### src/rtl/sdpb_burst_reader.sv
// -----------------------------------------------------------------------------
// sdpb_burst_reader
//   Read-side master for the sonar scan-buffer block RAM (port B). On start it
//   reads `len` consecutive bytes from `base`. The address wraps at the top of
//   the RAM. The bytes go out as a valid/ready stream, and m_last marks the
//   final byte. The RAM's 1-clock read latency is hidden behind a 2-entry skid
//   FIFO. Reads are issued only when a FIFO slot is guaranteed for the data, so
//   back-pressure never drops or duplicates a byte.
//
// Ports
//   clk, resetn         system clock (also RAM clkb), async active-low reset
//   start, base, len    burst request; sampled only in IDLE
//   busy, done          burst in progress / 1-clk completion pulse
//   adb, ceb, oce,      RAM port B: read address, read enable,
//   resetb, ram_dout    output enable (1), port reset (0), read data
//   m_data, m_valid,    byte stream towards the scan-line/UART consumer
//   m_last, m_ready
// -----------------------------------------------------------------------------
module sdpb_burst_reader #(
    parameter int ADDR_W = 11,
    parameter int DATA_W = 8
) (
    input  logic              clk,
    input  logic              resetn,
    input  logic              start,
    input  logic [ADDR_W-1:0] base,
    input  logic [ADDR_W:0]   len,
    output logic              busy,
    output logic              done,
    output logic [ADDR_W-1:0] adb,
    output logic              ceb,
    output logic              oce,
    output logic              resetb,
    input  logic [DATA_W-1:0] ram_dout,
    output logic [DATA_W-1:0] m_data,
    output logic              m_valid,
    output logic              m_last,
    input  logic              m_ready
);

    typedef enum logic [1:0] {IDLE, READ, DRAIN, DONE} state_t;

    state_t state, state_nxt;

    logic [ADDR_W-1:0] addr;
    logic [ADDR_W:0]   remain;
    logic              inflight;       // a read was issued last edge; data on ram_dout now
    logic              inflight_last;  // ...and it was the final byte of the burst

    logic [1:0][DATA_W-1:0] fifo_data;
    logic [1:0]             fifo_last;
    logic                   wr_ptr, rd_ptr;
    logic [1:0]             occ;

    logic       pop, issue, last_issue;
    logic [1:0] pending;

    assign pop = m_valid & m_ready;

    // Bytes that will still hold a FIFO slot after this edge: the ones stored now,
    // plus the one arriving from the RAM, minus the one leaving. A new read is
    // issued only if its byte will have a free slot when it lands.
    assign pending    = occ + {1'b0, inflight} - {1'b0, pop};
    assign issue      = (state == READ) && (pending < 2'd2);
    assign last_issue = issue && (remain == (ADDR_W+1)'(1));

    assign ceb    = issue;
    assign adb    = addr;
    assign oce    = 1'b1;
    assign resetb = 1'b0;
    assign busy   = (state != IDLE);
    assign done   = (state == DONE);

    assign m_valid = (occ != 2'd0);
    assign m_data  = fifo_data[rd_ptr];
    assign m_last  = m_valid & fifo_last[rd_ptr];

    // ---------------- FSM ----------------
    always_ff @(posedge clk or negedge resetn) begin
        if (!resetn) state <= IDLE;
        else         state <= state_nxt;
    end

    always_comb begin
        state_nxt = state;
        case (state)
            IDLE:  if (start) state_nxt = (len == '0) ? DONE : READ;
            READ:  if (last_issue) state_nxt = DRAIN;
            // The last byte is the last one pushed. When it handshakes, the FIFO
            // empties and nothing is in flight, so go straight to DONE on that edge.
            DRAIN: if (pop && m_last) state_nxt = DONE;
            DONE:  state_nxt = IDLE;
            default: state_nxt = IDLE;
        endcase
    end

    // ---------------- address / count / in-flight tracking ----------------
    always_ff @(posedge clk or negedge resetn) begin
        if (!resetn) begin
            addr          <= '0;
            remain        <= '0;
            inflight      <= 1'b0;
            inflight_last <= 1'b0;
        end else begin
            if (state == IDLE && start && len != '0) begin
                addr   <= base;
                remain <= len;
            end else if (issue) begin
                addr   <= addr + 1'b1;        // natural wrap at 2**ADDR_W
                remain <= remain - 1'b1;
            end
            inflight      <= issue;
            inflight_last <= last_issue;
        end
    end

    // ---------------- 2-entry skid FIFO ----------------
    always_ff @(posedge clk or negedge resetn) begin
        if (!resetn) begin
            fifo_data <= '0;
            fifo_last <= '0;
            wr_ptr    <= 1'b0;
            rd_ptr    <= 1'b0;
            occ       <= 2'd0;
        end else begin
            if (inflight) begin
                fifo_data[wr_ptr] <= ram_dout;
                fifo_last[wr_ptr] <= inflight_last;
                wr_ptr            <= ~wr_ptr;
            end
            if (pop) rd_ptr <= ~rd_ptr;
            occ <= pending;
        end
    end

endmodule

### config.mk
export PLATFORM = sky130hd
export DESIGN_NAME = sdpb_burst_reader
export DESIGN_NICKNAME = d
export VERILOG_FILES = /design/src/rtl/sdpb_burst_reader.sv
export SDC_FILE = /design/constraint.sdc
export NUM_CORES = 1
export LEC_CHECK = 0
export CAP_MARGIN = 30
export CORE_ASPECT_RATIO = 1.5
export CORE_MARGIN = 3
export CORE_UTILIZATION = 54
export CTS_CLUSTER_DIAMETER = 60
export DETAILED_ROUTE_END_ITERATION = 12
export GPL_ROUTABILITY_DRIVEN = 0
export GPL_TIMING_DRIVEN = 0
export PLACE_DENSITY = 0.81
export REMOVE_ABC_BUFFERS = 1
export SYNTH_ARGS = -nofsm -noshare
export SYNTH_HDL_FRONTEND = slang
export SYNTH_SLANG_ARGS = --single-unit
### constraint.sdc
create_clock -name clk -period 5.4 [get_ports clk]
set_clock_uncertainty 0.1 [all_clocks]
set_input_delay 1.08 -clock clk [delete_from_list [all_inputs] [get_ports clk]]
set_output_delay 1.08 -clock clk [all_outputs]
set_load 0.03 [all_outputs]
# Yosys cells after proc, flatten, opt, wreduce, memory -nomap -nowiden
# Index checks and enable logic that the tools add are counted.
[classes]
addsub = 4
magnitude_cmp = 4
eq_ne = 7
mux = 19
bitwise_logic = 4
n_reduce_logical = 13
[ops]
columns = ["operator", "n"]
rows = [
  ["12-bit 2-to-1 mux", 2],
  ["8-bit 2-to-1 mux", 3],
  ["11-bit 2-to-1 mux", 2],
  ["16-bit bitwise mux", 1],
  ["12-bit by 1-bit == test with 1-bit output, second input constant", 1],
  ["12-bit zero test", 1],
  ["12-bit nonzero test", 1],
  ["12-bit by 1-bit subtractor with 12-bit output, second input constant", 1],
  ["11-bit by 1-bit adder with 11-bit output, second input constant", 1],
  ["8-bit demux with 1-bit select", 1],
  ["2-bit 2-to-1 mux", 4],
  ["2-bit case mux with 4 select lines", 1],
  ["1-bit logical AND", 6],
  ["2-bit != test, second input constant", 3],
  ["2-bit nonzero test", 3],
  ["2-bit == test, second input constant", 2],
  ["1-bit by 2-bit < comparator with 1-bit output, second input constant", 2],
  ["1-bit 2-to-1 mux", 3],
  ["3-bit AND reduction", 1],
  ["2-bit by 1-bit adder with 2-bit output", 1],
  ["1-bit bitwise AND", 2],
  ["2-bit bitwise mux", 1],
  ["2-bit by 1-bit == test with 1-bit output, second input constant", 1],
  ["2-bit zero test", 1],
  ["5 further kinds", 6],
]
[word_totals]
reg_bits = 49
input_bits = 35
output_inout_bits = 26
wordCells = 62

# Logic depth before layout (Yosys ltp)
# Gate-level depths: netlist of the first run.
[logic_depth]
depth_word = 8
ltp_mapped = 10
depth_no_buf = 10

# Worst setup path before layout of the first run
# No wires, ideal clock.
[synth_timing]
path_type = "input to output"
start = "in m_ready"
end = "out ceb"
t_arrival_ns = 2.419
required_ns = 4.220
setup_slack_ns = 1.801
cell_stages = 8
n_path_buf = 0
path_cell_list = "o21ai_0 inv_1 ha_1 inv_1 ha_1 xnor3_2 nand2_1 inv_2"
[synth_via]
elab_chain_cells = 4
[synth_rtl]
columns = ["item", "line_no", "source"]
rows = [
  ["start, declared", "38", "input logic m_ready"],
  ["1-bit bitwise AND", "58", "assign pop = m_valid & m_ready;"],
  ["via pop", "55", "logic pop, issue, last_issue;"],
  ["2-bit by 1-bit subtractor with 2-bit output", "63", "assign pending = occ + {1'b0, inflight} - {1'b0, pop};"],
  ["2-bit < comparator", "64", "assign issue = (state == READ) && (pending < 2'd2);"],
  ["1-bit logical AND", "64", ""],
  ["end, declared", "31", "output logic ceb,"],
]
# The timed path passes the listed nets, and every way through them passes these cells.

# Final worst setup path of the first run
# Ends and elaborated chain as after synthesis.

==> summary.txt, run 1 <==
Finished Layout Cells - 370
GRT Resource Usage Total - 20.7%
IO Port Bufs - 58
DR vias/cell - 5.63
Post-Syn Area - 2620 sq um
grt ovf - 0
Tcrit/Tclk final - 91.7%
status - complete, no violations
PnR worst setup slack - 0.449 ns
final setup vio count - 0
Power Density - 615 nW/um^2
H-tree depth - 2
DR vias - 2083
CP required - 4.22 ns
Hold WS - 0.404 ns
WL final - 5560 um
worst rel slew slack - 44.9%
fin util - 72.7%
number of synthesized flops with an enable pin - 0
number of placed cells counting well taps - 362
antenna violations before repair - 0
CP Capture Point - ceb
PostCTS Resize Cnt - 0
synth-to-layout area growth - 28.3%
final worst path period need - 4.95 ns
hold_buf cts - 0
Crit. Startpoint - m_ready
CTS root buf - clkbuf_8
Worst path slowest cell - clkdlybuf4s50_1
Final ANT Viol Nets - 0
Placement Setup Slack - 0.496 ns
Total Power - 2.06 mW
Mapped Cells - 248
warnings from Yosys - 0
Detailed Routing Iterations Pass 1 - 4
hpwl dp - 4200 um
sequential-to-total area share from yosys stat - 46.9%
setup TNS - 0 ns
antenna diode count - 0
Post-synth ARST share - 100%
critical path class - primary input to output pin
leakage power - 1.37 nW
fin. max-slew vios - 0
Max clock buf depth - 2
critical path depth in cells - 10
Post-CTS Setup Repair Bufs - 0
CTS clock-pin slew for the worst setup and hold paths - 0.08 ns
area post-placement - 3240 sq um
reg2reg start - occ[1]
Sw Share - 42.1%
clock power share - 12.9%
Slew @ Worst Pin - 0.825 ns
WP buf/inv - 5
slowest stage delay, CP - 0.70 ns
share of cells above drive strength 1 - 15.7%
syn avg cell area - 10.5 sq um
Max-Cap Viols - 0
count of cell types in the netlist - 44
Cell Rows - 30
pin count of the biggest net entering global routing - 42
Design Area, Final - 3360 sq um
average wire per standard cell - 15.0 um
Post-layout nets - 350
worst vdd ir - 0.376 mV
number of global-route vias before repair - 2139
R2R setup slack - 2.52 ns
Sw Pwr - 0.869 mW
Tightest Hold Check Type - flop to flop
Yosys reg bits - 49
CP delay by family, top - buffers and inverters
CTS tree - built
Die H - 91.3 um
DIE AREA - 5730 sq um
Comb pwr share - 52.6%
final routed DRC violation total - 0
initial core utilization - 56.7%
global-route wire length before repair - 9630 um
unrepaired setup endpoints after global routing - no
number of buffers created by CTS - 5
Arr. time, crit path - 3.77 ns
final hold vios - 0
CP endpoint kind - output pin
R2R depth - 10
cells along the critical path - clkdlybuf4s50_1 -> o21ai_0 -> inv_1 -> ha_1 -> inv_1 -> ha_1 -> xnor3_2 -> nand2_1 -> inv_2 -> clkdlybuf4s50_1
ys flop type - dfrtp_1
Worst Setup Start Kind - primary input
Num Clock Sinks - 49
drt initial violations - 75
die width - 62.8 um
Seq pwr share - 34.5%
Critical R2R Capture - state[1]
P_int - 1.20 mW
io pins - 61
CORE AREA - 4620 sq um
Clock Latency Late Sink - 0.30 ns
crit-path max FO - 8
fmax - 202 MHz
-- synthesized netlist by cell type (all sizes together), types with 2 or more instances --
master | number | share of area (%)
nor3 | 10 | 1.9
or2 | 2 | 0.48
clkbuf | 7 | 1.8
nor4 | 4 | 0.96
nor2 | 16 | 2.3
xor2 | 5 | 1.7
nand2 | 22 | 3.2
nand3 | 5 | 0.96
a31oi | 9 | 2.2
mux2 | 27 | 12
xnor2 | 10 | 3.3
conb | 2 | 0.29
nor2b | 2 | 0.48
dfrtp | 49 | 47
or4 | 4 | 1.3
a21oi | 5 | 0.96
buf | 3 | 1.0
ha | 10 | 4.8
o41ai | 2 | 0.67
or3 | 4 | 1.1
o31ai | 3 | 0.86
nand4 | 4 | 0.96
inv | 12 | 1.7
o21ai | 16 | 3.1
mux2i | 3 | 1.1
-- registers in the layout, summed over array words and instances (netlist names) --
| register | flops |
|---|---|
| fifo_data | 16 |
| remain | 12 |
| adb | 11 |
| fifo_last | 2 |
| occ | 2 |
| state | 2 |
| inflight | 1 |
| inflight_last | 1 |
| rd_ptr | 1 |
| wr_ptr | 1 |
-- layout make-up --
cell class / instances / area (sq um)
inverter: 12 / 45.0
multi-input combinational: 177 / 1280
tap: 64 / 80.1
clock buffer: 7 / 86.3
fill: 373 / 1260
sequential: 49 / 1230
clock inverter: 1 / 30.0
timing repair buffer: 60 / 611
-- power groups by stage --
| stage | logic, mW | clock network [mW] | registers, mW |
|---|---|---|---|
| after floorplan | 0.658 | 0 | 0.751 |
| after global placement | 1.05 | 0 | 0.705 |
| after detailed placement | 1.09 | 0 | 0.711 |
| after CTS | 1.09 | 0.272 | 0.708 |
| after global routing | 1.18 | 0.285 | 0.742 |
| final | 1.09 | 0.267 | 0.712 |
-- per-layer routing --
metal | track usage, % | vias up | wire length [um]
li1 | - | 988 | -
met1 | 23.6 | 1004 | 2190
met2 | 37.0 | 73 | 2920
met3 | 3.47 | 18 | 250
met4 | 10.1 | 0 | 190
met5 | 0 | - | 0
-- cells in the final DEF, fill, tap and decap left out, types with 2 or more instances in the layout --
cell and instances:
a31oi_1 8, mux2i_1 3, nor2_1 16, ha_1 10, nor4_1 4, xor2_1 5, nor3_1 10, or4_1 3
a21oi_1 5, dfrtp_1 49, nand2_1 22, clkdlybuf4s50_1 57, xnor2_1 10, conb_1 2, nand3_1 5, inv_2 2
clkbuf_8 6, o41ai_1 2, o31ai_1 3, nand4_1 4, nor2b_1 2, or3_2 2, or3_1 2, o21ai_0 16
mux2_2 27, inv_1 10
-- kinds of logic (layout without fill, tap and decap cells) --
logic type      count (synthesis)  after routing  synth area share (%)
flops                          49             49                  46.9
fa+ha+maj                      10             10                  4.78
buf+inv                        22             80                  4.54
mux                            30             30                  12.8
compound gates                 41             41                  9.85
other cells                     2              2                 0.287
xor+xnor                       16             16                  5.93
simple gates                   78             78                  15.0
-- how the worst min path moves through the flow --
stage                  startpoint            end  cells after the start
floorplan                  wr_ptr         wr_ptr                      1
detailed placement  fifo_data[14]  fifo_data[14]                      1
global placement           wr_ptr         wr_ptr                      1
finish                     wr_ptr         wr_ptr                      1
global route         fifo_data[2]   fifo_data[2]                      1
CTS                        wr_ptr         wr_ptr                      1
(Power assumes the default switching activity.)
==> run 2: changes to the inputs <==
- MAX_ROUTING_LAYER: default -> met4
==> run 2 against run 1 <==
  * Via count down 0.77%
  * Highest routed layer unchanged
  * Routed wire length shrank 0.54%
  * Sequential share of layout area unchanged
  * Sequential cell count did not move
  * Final area did not move
  * Cell count stayed put
  * Core utilization did not move
  * Non-clock buffer count stayed put
  * Sequential power about the same
  * Maximum frequency is 0.67% higher
  * Combinational power hardly changed
  * Hold slack got worse by 0.00057 ns
==> summary.txt, run 2 (synthesized netlist as in run 1, its figures left out) <==
Slew @ Worst Pin - 0.820 ns
worst rel slew slack - 45.2%
hold wc startpoint - wr_ptr
Max clock buf depth - 2
Post-layout nets - 350
share of cells above drive strength 1 - 15.7%
Power Density - 615 nW/um^2
CORE AREA - 4620 sq um
final setup vio count - 0
setup TNS - 0 ns
cells along the critical path - clkdlybuf4s50_1 -> o21ai_0 -> inv_1 -> ha_1 -> inv_1 -> ha_1 -> xnor3_2 -> nand2_1 -> inv_2 -> clkdlybuf4s50_1
Post-CTS Setup Repair Bufs - 0
H-tree depth - 2
Die H - 91.3 um
reg2reg start - occ[0]
Hold Path Cell Cnt - 1
WL final - 5530 um
Final ANT Viol Nets - 0
CTS tree - built
unrepaired setup endpoints after global routing - no
drt initial violations - 78
global-route wire length before repair - 9620 um
fmax - 203 MHz
CTS root buf - clkbuf_8
CP endpoint kind - output pin
Largest register FFs - 16
number of global-route vias before repair - 2149
CTS clock-pin slew for the worst setup and hold paths - 0.08 ns
Critical R2R Capture - state[1]
Tcrit/Tclk final - 91.1%
Arr. time, crit path - 3.74 ns
Clock Latency Late Sink - 0.30 ns
PostCTS Resize Cnt - 0
antenna violations before repair - 0
DIE AREA - 5730 sq um
Max-Cap Viols - 0
Reg with most FFs - fifo_data
CP required - 4.22 ns
Hold Path Sink - wr_ptr
antenna diode count - 0
CP delay by family, top - buffers and inverters
IO Port Bufs - 58
Design Area, Final - 3360 sq um
initial core utilization - 56.7%
crit-path max FO - 8
grt ovf - 0
Worst path slowest cell - clkdlybuf4s50_1
final hold vios - 0
final worst path period need - 4.92 ns
number of buffers created by CTS - 5
Worst Setup Start Kind - primary input
critical path class - primary input to output pin
worst vdd ir - 0.375 mV
average wire per standard cell - 14.9 um
pin count of the biggest net entering global routing - 42
Detailed Routing Iterations Pass 1 - 4
io pins - 61
DR vias - 2067
hpwl dp - 4200 um
hold_buf cts - 0
final routed DRC violation total - 0
Num Clock Sinks - 49
area post-placement - 3240 sq um
status - complete, no violations
synth-to-layout area growth - 28.3%
GRT Resource Usage Total - 21.3%
most frequent cells in the layout - 57 x clkdlybuf4s50_1, 49 x dfrtp_1, 27 x mux2_2, 22 x nand2_1
R2R setup slack - 2.52 ns
Tightest Hold Check Type - flop to flop
DR vias/cell - 5.59
slowest stage delay, CP - 0.70 ns
R2R depth - 10
Cell Rows - 30
fin. max-slew vios - 0
most common cell after layout, fill and taps aside - clkdlybuf4s50_1
leakage power - 1.37 nW
WP buf/inv - 5
die width - 62.8 um
-- run 2: cell counts in the layout (fill, tap and decap cells not counted) --
No cell type changed its count.
-- run 2: cell type report --
cell class / instances / area [sq um]
Fill cell: 373 / 1260
Tap cell: 64 / 80.1
Clock inverter: 1 / 30.0
Multi-Input combinational cell: 177 / 1280
Timing Repair Buffer: 60 / 611
Clock buffer: 7 / 86.3
Sequential cell: 49 / 1230
Inverter: 12 / 45.0
-- run 2: worst max-delay path by stage --
stage	cells past startpoint	to	slack, ns	from
3_3_place_gp	10	ceb	0.53	m_ready
2_1_floorplan	8	ceb	1.79	m_ready
5_1_grt	10	ceb	0.34	m_ready
3_5_place_dp	10	ceb	0.50	m_ready
6_report	10	ceb	0.48	m_ready
4_1_cts	10	ceb	0.48	m_ready
-- run 2: report_power, final --
group | internal (mW) | switching (mW)
combinational | 0.502 | 0.581
sequential | 0.543 | 0.170
clock | 0.151 | 0.116
-- run 2: worst reg2reg max path, delay by kind of cell (launching register included) --
| family | cells | cell delay, ns |
|---|---|---|
| mux | 1 | 0.16 |
| fa+ha+maj | 2 | 0.45 |
| xor+xnor | 1 | 0.34 |
| compound gates | 3 | 1.05 |
| flops | 1 | 0.40 |
| buf+inv | 3 | 0.26 |
-- run 2: per-stage QoR --
step           util, %  hold WS, ns  worst slack (ns)  power, mW  instances
2_1_floorplan        -        0.363              1.79       1.41        238
3_3_place_gp      69.4        0.378             0.535       1.75        360
3_5_place_dp      70.2        0.391             0.496       1.80        362
4_1_cts           72.7        0.407             0.478       2.07        370
5_1_grt           72.7        0.430             0.337       2.20        370
6_report          72.7        0.403             0.482       2.06        370
-- run 2: layer usage --
metal | part of all wire [%] | vias up | track usage (%)
met3 | 4.1 | 16 | 3.34
met1 | 40 | 995 | 23.9
met5 | 0 | - | -
met4 | 3.5 | 0 | 10.1
li1 | - | 985 | -
met2 | 53 | 71 | 36.8
